==> config.mk <==
export PLATFORM = sky130hd
export DESIGN_NAME = fire_expand_sched
export DESIGN_NICKNAME = d
export VERILOG_FILES = /design/src/rtl/fire_pkg.sv /design/src/rtl/fire_sched_dly.sv /design/src/rtl/fire_expand_sched.sv
export SDC_FILE = /design/constraint.sdc
export NUM_CORES = 1
export LEC_CHECK = 0
export BUFFER_PORTS_ARGS = -buffer_cell sky130_fd_sc_hd__buf_2
export CORE_MARGIN = 4
export CORE_UTILIZATION = 58
export CTS_BUF_LIST = sky130_fd_sc_hd__clkbuf_4 sky130_fd_sc_hd__clkbuf_8 sky130_fd_sc_hd__clkbuf_16
export DETAILED_ROUTE_END_ITERATION = 6
export PLACE_DENSITY = 0.78
export SLEW_MARGIN = 25
export SYNTH_ARGS = -nofsm -noshare
export SYNTH_HDL_FRONTEND = slang
export SYNTH_SLANG_ARGS = --single-unit
==> constraint.sdc <==
create_clock -name clk -period 2.3 [get_ports clk]
set_input_delay 0.115 -clock clk [delete_from_list [all_inputs] [get_ports clk]]
set_output_delay 0.115 -clock clk [all_outputs]
set_load 0.005 [all_outputs]
==> src/rtl/fire_pkg.sv <==
// Shared types and helpers for the fire-layer expand sequencer.
// Holds the scheduler state encoding and the derived address-width function.
package fire_pkg;

    typedef enum logic [2:0] {IDLE, RUN, HOLD, DRAIN, DONE} sched_state_t;

    // Width of an address into n entries, never narrower than one bit.
    function automatic int addr_w(input int n);
        return (n <= 1) ? 1 : $clog2(n);
    endfunction

endpackage

==> src/rtl/fire_sched_dly.sv <==
// Fixed-depth delay line for {valid, pixel index} between the MAC enable and the ofm write.
// A pixel field only moves with its valid bit, so the output index holds the last written pixel.
module fire_sched_dly #(
    parameter int DEPTH = 2,
    parameter int PW    = 4
) (
    input  logic          clk,
    input  logic          rst,
    input  logic          in_valid,
    input  logic [PW-1:0] in_pix,
    output logic          out_valid,
    output logic [PW-1:0] out_pix
);

    logic [DEPTH-1:0] vld;
    logic [PW-1:0]    pix [DEPTH];

    always_ff @(posedge clk) begin
        if (rst) begin
            vld <= '0;
            for (int i = 0; i < DEPTH; i++) begin
                pix[i] <= '0;
            end
        end else begin
            vld[0] <= in_valid;
            if (in_valid) begin
                pix[0] <= in_pix;
            end
            for (int i = 1; i < DEPTH; i++) begin
                vld[i] <= vld[i-1];
                if (vld[i-1]) begin
                    pix[i] <= pix[i-1];
                end
            end
        end
    end

    assign out_valid = vld[DEPTH-1];
    assign out_pix   = pix[DEPTH-1];

endmodule

==> src/rtl/fire_expand_sched.sv <==
// Sequencer for one fire-layer expand MAC array: walks pixels x input channels,
// issues ifm/weight addresses, MAC enable/clear and the per-pixel ofm write.
module fire_expand_sched
    import fire_pkg::*;
#(
    parameter int WOUT    = 13,
    parameter int CHIN    = 64,
    parameter int MAC_LAT = 2,
    localparam int NPIX   = WOUT * WOUT,
    localparam int AW_IFM = addr_w(NPIX * CHIN),
    localparam int AW_OFM = addr_w(NPIX),
    localparam int AW_W   = addr_w(CHIN)
) (
    input  logic              clk,
    input  logic              rst,
    input  logic              start,
    input  logic              ofm_ready,
    output logic              busy,
    output logic [AW_IFM-1:0] ifm_addr,
    output logic [AW_W-1:0]   w_addr,
    output logic              mac_en,
    output logic              mac_clr,
    output logic              ofm_we,
    output logic [AW_OFM-1:0] ofm_addr,
    output logic              done
);

    sched_state_t state, state_nxt;
    logic issue;

    // Counters name the next (pix, ch) to issue; base tracks pix*CHIN.
    logic [AW_W-1:0]   ch_n;
    logic [AW_OFM-1:0] pix_n;
    logic [AW_IFM-1:0] base;
    logic first_ch, last_ch, last_item;

    logic              iss_q, clr_q, last_q;
    logic [AW_OFM-1:0] pix_q;
    logic              last_s1;
    logic [AW_OFM-1:0] pix_s1;

    assign first_ch  = (ch_n == '0);
    assign last_ch   = (ch_n == AW_W'(CHIN - 1));
    assign last_item = last_ch && (pix_n == AW_OFM'(NPIX - 1));

    always_ff @(posedge clk) begin
        if (rst) begin
            state <= IDLE;
        end else begin
            state <= state_nxt;
        end
    end

    // A new pixel is only started when the output buffer can take it.
    always_comb begin
        state_nxt = state;
        issue     = 1'b0;
        busy      = 1'b0;
        done      = 1'b0;
        case (state)
            IDLE: begin
                if (start) begin
                    if (ofm_ready) begin
                        issue     = 1'b1;
                        state_nxt = last_item ? DRAIN : RUN;
                    end else begin
                        state_nxt = HOLD;
                    end
                end
            end
            RUN: begin
                busy = 1'b1;
                if (first_ch && !ofm_ready) begin
                    state_nxt = HOLD;
                end else begin
                    issue = 1'b1;
                    if (last_item) begin
                        state_nxt = DRAIN;
                    end
                end
            end
            HOLD: begin
                busy = 1'b1;
                if (ofm_ready) begin
                    issue     = 1'b1;
                    state_nxt = last_item ? DRAIN : RUN;
                end
            end
            DRAIN: begin
                busy = 1'b1;
                if (ofm_we && (ofm_addr == AW_OFM'(NPIX - 1))) begin
                    state_nxt = DONE;
                end
            end
            DONE: begin
                done      = 1'b1;
                state_nxt = IDLE;
            end
            default: state_nxt = IDLE;
        endcase
    end

    always_ff @(posedge clk) begin
        if (rst) begin
            ch_n     <= '0;
            pix_n    <= '0;
            base     <= '0;
            ifm_addr <= '0;
            w_addr   <= '0;
            iss_q    <= 1'b0;
            clr_q    <= 1'b0;
            last_q   <= 1'b0;
            pix_q    <= '0;
            mac_en   <= 1'b0;
            mac_clr  <= 1'b0;
            last_s1  <= 1'b0;
            pix_s1   <= '0;
        end else begin
            iss_q <= issue;
            if (issue) begin
                ifm_addr <= base + AW_IFM'(ch_n);
                w_addr   <= ch_n;
                clr_q    <= first_ch;
                last_q   <= last_ch;
                pix_q    <= pix_n;
                if (last_ch) begin
                    ch_n  <= '0;
                    pix_n <= pix_n + 1'b1;
                    base  <= base + AW_IFM'(CHIN);
                end else begin
                    ch_n <= ch_n + 1'b1;
                end
            end else if (state == DONE) begin
                ch_n  <= '0;
                pix_n <= '0;
                base  <= '0;
            end
            // Stage 1 lines up with the RAM/ROM read data.
            mac_en  <= iss_q;
            mac_clr <= iss_q & clr_q;
            last_s1 <= iss_q & last_q;
            pix_s1  <= pix_q;
        end
    end

    fire_sched_dly #(
        .DEPTH (MAC_LAT),
        .PW    (AW_OFM)
    ) u_dly (
        .clk       (clk),
        .rst       (rst),
        .in_valid  (last_s1),
        .in_pix    (pix_s1),
        .out_valid (ofm_we),
        .out_pix   (ofm_addr)
    );

endmodule

==> key figures, run 1 <==
Power and ir drop
  • VDD IR-drop max: about 510 uV
  • Total power: between 3 and 4 mW
  • Leak: about 1.5 nW
  • Power per cell area: approximately 720 nW/um^2

Critical path
  • Worst R2R Path Depth: 7
  • Required time of the critical path: roughly 2.5 ns
  • CP Launch Point: ch_n[0]
  • FF-to-FF End: base[11]
  • Crit Reg-Reg Startpoint: ch_n[0]
  • Worst-path cell chain: inv_1 > ha_1 > nor2b_1 > a21o_1 > buf_4 > o31a_1 > a221o_1
  • WP buf/inv: 2
  • Peak fanout along the critical path: 16
  • CP max stage cell: o31a_1
  • Startpoint Class: flop
  • Setup Crit Path Kind: reg2reg
  • R2R Setup Slk: roughly 0.083 ns
  • Max stage delay on crit path: roughly 0.50 ns
  • CP Data Arrival Time: 2.46 ns
  • Crit. End Element: flop
  • Cell family with the largest share of critical-path delay: compound AO/OA/AOI/OAI gates
  • CP Capture Point: base[11]
  • Crit. path cell count: 7

Timing
  • Total negative slack: 0 ns
  • Clock skew: between 0.006 and 0.007 ns
  • Slew headroom: 0.524
  • Worst slew pin tran: 0.709 ns
  • Slew Limit Fails: 0
  • Slack of the critical path: 0.0831 ns
  • Final Cycle Share: 0.964
  • Setup violations, final: 0
  • Tmin final: 2.22 ns
  • Final hold violation count: 0
  • RSZ-0062 raised after global routing: false
  • Highest Clock Rate: between 400 and 500 MHz

Logic synthesis
  • Primary FF master, synth: dfxtp_1
  • Top post-synthesis cells by area: dfxtp_1 (36%), edfxtp_1 (13%), nor2b_1 (5.0%)
  • Cell taking the most area after synthesis: dfxtp_1
  • Synthesis warning total: 0
  • Most frequent cells after synthesis: dfxtp_1 (68), a21oi_1 (36), nor2b_1 (30)
  • Syn nets: approximately 410
  • Post-synthesis sequential area ratio: 0.489
  • Syn avg cell area: 9.38 sq um
  • Post-synth top area share: 0.361
  • Count leader, synth: dfxtp_1
  • Number of flops mapped to enable cells by yosys: 16
  • Yosys cell types: 52
  • Gate Count Post-Synth: between 400 and 500
  • Post-Syn Area: 3770 sq um
  • Ys async rst share: 0
  • Synth Register Bits: 84

Finish
  • Syn-to-layout area delta: 10.7%
  • Multi-input logic area: approximately 1700 sq um
  • Final Core Density: 0.661
  • Nets: between 400 and 500
  • Share of cells above drive strength 1: 0.186
  • Post-Layout Cell Count: roughly 500
  • Reg area: ~1800 sq um
  • Ant. Diodes: 0
  • Filler instances: 522

Placed design
  • Final HPWL DP: about 6000 um
  • IO buf count: 36
  • GP Congestion: approximately 0.85
  • Post-placement cell count: 490
  • Place WS: around 0.083 ns

Global routing
  • Initial antenna violation count: 0
  • Vias in the first global route: a little under 3000
  • Largest net degree at the start of global routing: 34
  • Grt total ovfl: 0
  • Gr usage total: 0.232
  • Global-route wire length before repair: 13900 um

Detailed routing
  • Via Count: between 3000 and 4000
  • DRT antenna net count: 0
  • DRC viols: 0
  • Wire per inst: roughly 17 um
  • Via density per instance: around 6.3
  • Pre-antenna DRT Iters: 5
  • DRT iter0 DRCs: ~290
  • Post-Route WL: approximately 8600 um

Worst hold path
  • Hold WC Path Type: in2reg
  • HP Start: rst

Flow run
  • Max Cap Violations: 0

CTS
  • Post-CTS setup buffer count: 0
  • Inserted Clock Buffers: 9
  • CTS Buffer Depth: 2
  • CTS tree: yes
  • Sink Count: 84
  • Reg clk slew, reported paths: 0.08 ns
  • Clk_lat worst skew: approximately 0.36 ns
  • Post-cts resize count: 0
  • H-tree depth: 3
  • CTS root buffer: clkbuf_8
  • CTS Hold Buffers Added: 0

Floorplanning
  • Die Y: 88.6 um
  • CORE AREA: approximately 6300 sq um
  • FP Rows: 29
  • Initial Utilization: 0.597
  • I/O Pins: 37
  • Die W: slightly below 90 um
  • Die Area: ~8000 sq um

Run status
  • Outcome: finished, final reports clean
[metal layers]
metal	vias up	global-route usage	part of all wire	wire, um
li1	1514	-	-	-
met1	1531	0.305	0.45	3820
met2	106	0.368	0.48	4070
met3	15	0.0587	0.060	511
met4	0	0.0893	0.017	145
met5	-	0	0	0
[final cells by class]
| cell class | instances | area share |
|---|---|---|
| clock inverters | 6 | 0.0171 |
| flip-flops and latches | 84 | 0.441 |
| well taps | 77 | 0.0231 |
| inverters | 9 | 0.00809 |
| clock buffers | 10 | 0.0315 |
| repair buffers | 53 | 0.0737 |
| multi-input cells | 267 | 0.405 |
[cell families after synthesis]
logic type | share of synthesized area
flip-flops | 0.489
other | 0.000995
adder cells (fa/ha/maj) | 0.0199
buffers and inverters | 0.0694
XOR/XNOR | 0.0116
AO/OA/AOI/OAI | 0.176
AND/OR/NAND/NOR | 0.221
multiplexers | 0.0126
[worst min path at each step]
stage	to	slack, ns	cells after the start
finish	state[0]	0.17	2
detailed placement	pix_s1[6]	0.44	1
global route	state[1]	0.18	3
floorplan	state[1]	0.33	2
global placement	last_s1	0.43	1
CTS	state[0]	0.16	2
[cells in the final DEF, fill, tap and decap left out, types with 4 or more instances in the layout]
master	count
a211oi_1	5
a21oi_1	35
a221o_1	10
a31oi_1	6
buf_2	36
buf_4	17
clkbuf_8	9
dfxtp_1	68
edfxtp_1	16
ha_1	6
inv_1	8
nand2_1	15
nand3_1	29
nand4_1	6
nor2_1	16
nor2b_1	30
nor3_1	8
nor4_1	16
o211ai_1	4
o21ai_0	28
or4_1	4
xnor2_1	4
[registers in the layout, summed over array words and instances, names as in the netlist, 2 cells and up]
register and cells:
ch_n 6, pix_q 8, u_dly.pix 16, pix_s1 8, ifm_addr 14, base 8, w_addr 5, pix_n 8
state 3, u_dly.vld 2
[per-stage QoR]
stage               instance area [sq um]  hold slack [ns]
floorplan                            3770            0.327
global placement                     3960            0.433
detailed placement                   3960            0.443
CTS                                  4170            0.158
global route                         4170            0.185
finish                               4170            0.171
[power by group]
| part | internal (mW) | switching [mW] |
|---|---|---|
| registers | 1.54 | 0.0207 |
| logic | 0.122 | 0.268 |
| clock network | 0.523 | 0.540 |
No activity file was read; power rests on OpenSTA's default activity.
==> inputs of run 2 (changes only) <==
==> constraint.sdc (replaced) <==
create_clock -name clk -period 2.3 [get_ports clk]
set_input_delay 0.46 -clock clk [delete_from_list [all_inputs] [get_ports clk]]
set_output_delay 0.46 -clock clk [all_outputs]
set_load 0.005 [all_outputs]
==> run 2 against run 1 <==
  * Flip-flop and latch count stayed put
  * Clock skew barely moved
  * Largest power group unchanged
  * Critical endpoint is now done
  * Power shrank 2.8%
  * Highest routed layer unchanged
  * Cell area down 0.72%
  * Hold slack improved by 0.29 ns
  * Clock power down 8%
  * Critical path depth fell by 2
==> key figures, run 2 (same netlist as run 1, synthesis figures left out) <==
Critical path
  • Setup Crit Path Kind: reg2out
  • CP max stage cell: dfxtp_1
  • Crit. End Element: primary output
  • Peak fanout along the critical path: 8
  • Required time of the critical path: between 1.5 and 2 ns
  • Max stage delay on crit path: 0.32 ns
  • Startpoint Class: flop
  • CP Data Arrival Time: approximately 1.6 ns
  • Worst-path cell chain: buf_4 > nor2_1 > nand2_1 > inv_1 > buf_2

Finish
  • Regs by FF count: u_dly.pix x16, ifm_addr x14
  • Commonest non-fill, non-tap cell in the layout: dfxtp_1
  • Final Core Density: 0.656
  • Filler instances: roughly 520
  • Most frequent cells in the layout: dfxtp_1 (68), buf_2 (36), a21oi_1 (35)
  • Number of flip-flops in the largest register: 16
  • Post-Layout Cell Count: ~510
  • Largest register by flop count: u_dly.pix
  • Syn-to-layout area delta: 9.92%
  • Share of cells above drive strength 1: 0.185
  • Nets: between 400 and 500
  • Ant. Diodes: 0

Floorplanning
  • CORE AREA: ~6300 sq um
  • Die W: around 89 um
  • FP Rows: 29
  • Die Area: roughly 7900 sq um
  • Die Y: 88.6 um
  • Initial Utilization: 0.597
  • I/O Pins: 37

Timing
  • Final Cycle Share: 0.902
  • Slew Limit Fails: 0
  • Highest Clock Rate: between 400 and 500 MHz
  • Final hold violation count: 0
  • WHS: 0.461 ns
  • Total negative slack: 0 ns
  • Tmin final: between 2 and 2.5 ns
  • Slew headroom: 0.541
  • Setup violations, final: 0
  • Clock skew: around 0.0069 ns
  • RSZ-0062 raised after global routing: false
  • Worst slew pin tran: about 0.68 ns

Placed design
  • GP Congestion: a little under 0.9
  • Post-placement cell count: 489
  • Final HPWL DP: 5760 um
  • IO buf count: 36

Global routing
  • Gr usage total: 0.233
  • Global-route wire length before repair: ~14000 um
  • Initial antenna violation count: 0
  • Vias in the first global route: a little under 3000
  • Largest net degree at the start of global routing: 40
  • Grt total ovfl: 0

Detailed routing
  • DRC viols: 0
  • DRT antenna net count: 0
  • Pre-antenna DRT Iters: 5
  • Post-Route WL: between 8000 and 9000 um
  • DRT iter0 DRCs: about 240
  • Via Count: 3127
  • Wire per inst: approximately 17 um
  • Via density per instance: slightly above 6

CTS
  • CTS Hold Buffers Added: 0
  • Post-cts resize count: 0
  • Inserted Clock Buffers: 9
  • Clk_lat worst skew: approximately 0.36 ns
  • Post-CTS setup buffer count: 0
  • Sink Count: 84
  • CTS tree: yes
  • CTS root buffer: clkbuf_8
  • Reg clk slew, reported paths: around 0.090 ns
  • H-tree depth: 3
  • CTS Buffer Depth: 2

Run status
  • Outcome: finished, final reports clean

Power and ir drop
  • Leak: between 1 and 1.5 nW
  • Power per cell area: a little over 700 nW/um^2
  • VDD IR-drop max: 512 uV
  • Total power: 2.93 mW

Flow run
  • Max Cap Violations: 0

Worst hold path
  • Hold WC Path Type: reg2reg
-- run 2: cell count changes in the layout (fill, tap and decap cells not counted) --
cell	before	now
buf_4	17	16
bufinv_16	1	0
clkbuf_4	1	0
clkinv_2	0	1
clkinv_4	1	2
clkinvlp_4	2	1
inv_6	2	3
-- run 2: power by group --
part / internal, mW / switching (mW) / total [mW]
combinational: 0.126 / 0.266 / 0.392
clock: 0.405 / 0.570 / 0.975
sequential: 1.54 / 0.0219 / 1.56
-- run 2: through the flow --
stage	setup WS (ns)	cell area [sq um]
final	0.226	4140
after global routing	0.0987	4140
after detailed placement	-0.0811	3960
after CTS	0.0356	4140
after floorplan	0.283	3770
after global placement	0.0347	3960
-- run 2: critical path: cells and delay by family, from the launching register on --
family        cells  cell delay (ns)
flops             1             0.32
simple gates      2             0.41
buf+inv           3             0.52
-- run 2: final cells by class --
type	count	area, sq um	area share
Inverter	9	33.8	0.00815
Sequential cell	84	1840	0.444
Tap cell	77	96.3	0.0232
Timing Repair Buffer	52	300	0.0725
Clock inverter	7	56.3	0.0136
Clock buffer	9	124	0.0299
Multi-Input combinational cell	267	1690	0.408
-- run 2: final timing paths --
| check | to | cells past startpoint | slack, ns | start |
|---|---|---|---|---|
| worst max-delay path | done | 5 | 0.23 | state[1] |
| worst max register to register | base[9] | 6 | 0.28 | ch_n[0] |
| worst min-delay path | pix_s1[7] | 1 | 0.46 | pix_q[7] |
| worst min register to register | pix_s1[7] | 1 | 0.46 | pix_q[7] |
-- run 2: routing by layer --
layer  vias to the layer above  share of wire  global-route usage
met5                         -              0                   0
met4                         0          0.018              0.0893
met3                        16          0.068              0.0559
met2                       108           0.47               0.362
met1                      1491           0.45               0.315
li1                       1512              -                   -
